`config.mk`:
```
export PLATFORM = sky130hd
export DESIGN_NAME = pipelined_arith_elastic
export DESIGN_NICKNAME = d
export VERILOG_FILES = /design/src/rtl/pipelined_arith_elastic.sv
export SDC_FILE = /design/constraint.sdc
export NUM_CORES = 1
export LEC_CHECK = 0
export CAP_MARGIN = 0
export CORE_MARGIN = 3
export CORE_UTILIZATION = 46
export CTS_CLUSTER_DIAMETER = 60
export CTS_CLUSTER_SIZE = 14
export DETAILED_ROUTE_END_ITERATION = 12
export GPL_TIMING_DRIVEN = 0
export PLACE_DENSITY = 0.7
export REMOVE_ABC_BUFFERS = 1
export SLEW_MARGIN = 20
export SYNTH_ARGS = -nofsm -noshare
export SYNTH_HDL_FRONTEND = slang
export SYNTH_SLANG_ARGS = --single-unit
```
`constraint.sdc`:
```
create_clock -name clk -period 4.5 [get_ports clk]
set_input_delay 0.45 -clock clk [delete_from_list [all_inputs] [get_ports clk]]
set_output_delay 0.45 -clock clk [all_outputs]
set_load 0.1 [all_outputs]
```
`src/rtl/pipelined_arith_elastic.sv`:
```
// pipelined_arith_elastic: 3-stage F = ((A+B)+(C-D))*D mod 2^N with valid/ready backpressure.
// Optional macro PIPELINED_ARITH_OVF_EN adds the registered multiply-overflow flag 'ovf'.
module pipelined_arith_elastic #(
    parameter int N = 10
) (
    input  logic         clk,
    input  logic         rst_n,
    input  logic         in_valid,
    output logic         in_ready,
    input  logic [N-1:0] A,
    input  logic [N-1:0] B,
    input  logic [N-1:0] C,
    input  logic [N-1:0] D,
    output logic         out_valid,
    input  logic         out_ready,
    output logic [N-1:0] F
`ifdef PIPELINED_ARITH_OVF_EN
    ,
    output logic         ovf
`endif
);

    logic         v1, v2, v3;
    logic         en1, en2, en3;
    logic [N-1:0] x1, x2, d1;
    logic [N-1:0] x3, d2;
    logic [N-1:0] p;

    // A stage may advance when it is empty or the stage below it is advancing.
    assign en3      = !v3 || out_ready;
    assign en2      = !v2 || en3;
    assign en1      = !v1 || en2;
    assign in_ready = en1;

    always_ff @(posedge clk) begin
        if (!rst_n) begin
            v1 <= 1'b0;
            x1 <= '0;
            x2 <= '0;
            d1 <= '0;
        end else if (en1) begin
            v1 <= in_valid;
            if (in_valid) begin
                x1 <= A + B;
                x2 <= C - D;
                d1 <= D;
            end
        end
    end

    always_ff @(posedge clk) begin
        if (!rst_n) begin
            v2 <= 1'b0;
            x3 <= '0;
            d2 <= '0;
        end else if (en2) begin
            v2 <= v1;
            if (v1) begin
                x3 <= x1 + x2;
                d2 <= d1;
            end
        end
    end

`ifdef PIPELINED_ARITH_OVF_EN
    logic [2*N-1:0] prod_full;
    logic           ovf_r;

    // Full-width product so the discarded upper half can be flagged.
    assign prod_full = {{N{1'b0}}, x3} * {{N{1'b0}}, d2};

    always_ff @(posedge clk) begin
        if (!rst_n) begin
            v3    <= 1'b0;
            p     <= '0;
            ovf_r <= 1'b0;
        end else if (en3) begin
            v3 <= v2;
            if (v2) begin
                p     <= prod_full[N-1:0];
                ovf_r <= |prod_full[2*N-1:N];
            end
        end
    end

    assign ovf = ovf_r;
`else
    logic [N-1:0] prod_low;

    assign prod_low = x3 * d2;

    always_ff @(posedge clk) begin
        if (!rst_n) begin
            v3 <= 1'b0;
            p  <= '0;
        end else if (en3) begin
            v3 <= v2;
            if (v2) begin
                p <= prod_low;
            end
        end
    end
`endif

    assign F         = p;
    assign out_valid = v3;

endmodule

```
==> reports/results.txt <==
Global-route wire length before repair: 17.6 mm
WL/cell: 13.1 um
Placeable Area: 9950 um^2
Setup CP Type: reg -> reg
Hold WS: 445 ps
Layout area overhead: 21.2%
Final setup fails: 0
Hold Crit Depth: 2
Most frequent cell after synthesis: nand2_1
Final setup margin: 172 ps
Worst Path Required: 4770 ps
Pwr Density: 250 nW/um^2
# rows: 36
Final Wtd Congestion: 0.870
Layout cells sized above 1: 6.82%
EDFF count, synth: 0
Boundary Pins: 56
Residual DRC: 0
Total grt overflow: 0
Die X: 108 um
Starting Density: 48.1%
Final wirelength: 10.2 mm
Via count: 4091
Setup TNS: 0 ps
Antenna violations before repair: 0
Nets: 761
# Max-Cap Violations: 0
Rel. slew slack: 31.8%
Die H: 108 um
Syn Area/Cell: 8.02 um^2
Max FO, Critical Path: 8
Yosys top cell area share: 26.3%
H-tree depth: 3
Leading area contributor after synthesis: dfxtp_1
Largest net degree at the start of global routing: 34
Min cycle time layout: 4330 ps
Fraction of registers with async set/reset: 0%
Placed standard-cell area: 5440 um^2
Reg2Reg Setup Slack: 170 ps
Fmax: 231 MHz
Synth top area cells: dfxtp_1 26%, ha_1 13%, fa_1 10%, nand2_1 8.9%, a21oi_1 5.5%
Vias in the first global route: 3996
TritonRoute pass-1 iters: 4
CTS Buf Count: 9
Synth Warn #: 0
Ant. Diodes: 0
CTS Sinks: 63
Startpoint type of the worst setup path: register
Worst vdd ir: 0.156 mV
Leak: 2.46 nW
HP Class: reg -> reg
Worst flop-to-flop path startpoint: d2[3]
Post-Synthesis Cells: 597
CP Capture Type: register
GRT Overall Usage: 18.5%
Clk slew on worst S/H paths: 70 ps
Clk Latency, worst-skew pair: 330 ps
DP Worst Slack: -315 ps
CP arrival: 4600 ps
Clk_skew: 6.82 ps
#FFs+latches synth: 63
Die area: 11700 um^2
Ys flop type: dfxtp_1
Initial DRC count: 161
Root buf cell: clkbuf_8
Syn Std Cell Area: 4790 um^2
I/O Buffers: 55
Vias per inst: 5.26
Status: completed
Worst hold start: d1[1]
ANT nets after route: 0
Period utilisation layout: 96.2%
CTS tree: built
Sequential element share of the synthesized area: 26.3%
R2R depth: 16
Pwr Total: 0.00145 W
Fin. Hold Viols: 0
Clock buffer depth: 2
Hold Path End: d2[1]
Final Cell Area: 5810 um^2
End of the worst register-to-register path: F[9]
Final Slew Violations: 0
Post-DP HPWL: 7.63 mm
Top cells by count, synth: 114 x nand2_1, 63 x dfxtp_1, 60 x inv_1
Yosys cell types: 46
Worst-Margin Slew: 1020 ps
-- kinds of logic after synthesis --
logic type,synth area share (%)
buffers and inverters,6.90
and+or+nand+nor,19.4
AOI/OAI and AO/OA,17.3
adders and majority gates,23.8
xor gates and xnor gates,6.32
DFF,26.3
-- flip-flops by register name (all words and copies together) (netlist names) --
register	cells
d2	10
x1	10
x3	10
out_valid	1
v1	1
v2	1
d1	10
x2	10
F	10
-- metal layers --
metal  wire length [um]  up-vias  GRT usage (%)
met5                  0        -              0
met4                142        0           6.40
met3                439       12           3.94
met2               4990       98           32.4
met1               4620     1892           22.4
li1                   -     2089              -
-- power by group --
part           internal, W  leakage, nW  switching, W
Sequential        0.000589        0.523     0.0000293
Combinational     0.000136         1.84      0.000153
Clock             0.000325        0.103      0.000219
-- cells in the final DEF, fill, tap and decap left out, drive strengths merged, types with 5 or more instances in the layout --
cell type and n:
nand2 114, dfxtp 63, inv 60, clkdlybuf4s50 55, a21oi 53, ha 51
fa 25, xnor2 22, nor2 22, and2 21, o21ai 21, nand3 15
clkbuf 12, o21a 11, nor3 11, xor2 10, a211oi 9, o31ai 8
a21o 8, nor2b 7, a21boi 6, buf 5
-- area by class of cell --
class	instances	area [um^2]
clock buffers	12	145
flip-flops and latches	63	1290
inverters	60	225
multi-input cells	447	3300
repair buffers	60	608
fillers	899	4150
clock inverters	3	67.6
well taps	133	166
-- per-stage QoR --
| stage | instances | utilization, % |
|---|---|---|
| after floorplan | 570 | - |
| after global placement | 758 | 54.2 |
| after detailed placement | 759 | 54.7 |
| after CTS | 774 | 57.0 |
| after global routing | 778 | 58.3 |
| final | 778 | 58.3 |
-- timing repair --
item,4_1_cts,5_1_grt
gates cloned,0,0
resized for setup,10,19
pin swaps,1,10
endpoints found under the setup margin,1,1
buffers inserted,0,4
hold buffers,0,0
-- critical path, stage by stage (launching register included) --
cell and delay, ps:
dfxtp_4 390, nand2_1 80, fa_1 540, inv_1 50
ha_1 290, ha_1 280, inv_1 50, fa_1 520
inv_1 50, fa_1 570, ha_4 210, o21ai_1 100
o21bai_1 120, or3_4 350, a31oi_4 170, xnor3_1 330
a21oi_1 140
-- worst max-delay path by stage --
stage | endpoint | slack [ps] | cells after the start | start
after CTS | F[9] | 1 | 15 | x3[3]
after floorplan | F[9] | 50 | 15 | d2[3]
final | F[9] | 170 | 16 | d2[3]
after global placement | F[9] | -200 | 15 | x3[3]
after detailed placement | F[9] | -310 | 15 | x3[3]
after global routing | F[9] | -4 | 16 | d2[3]
Note: power is estimated with default switching activity, not from simulation.
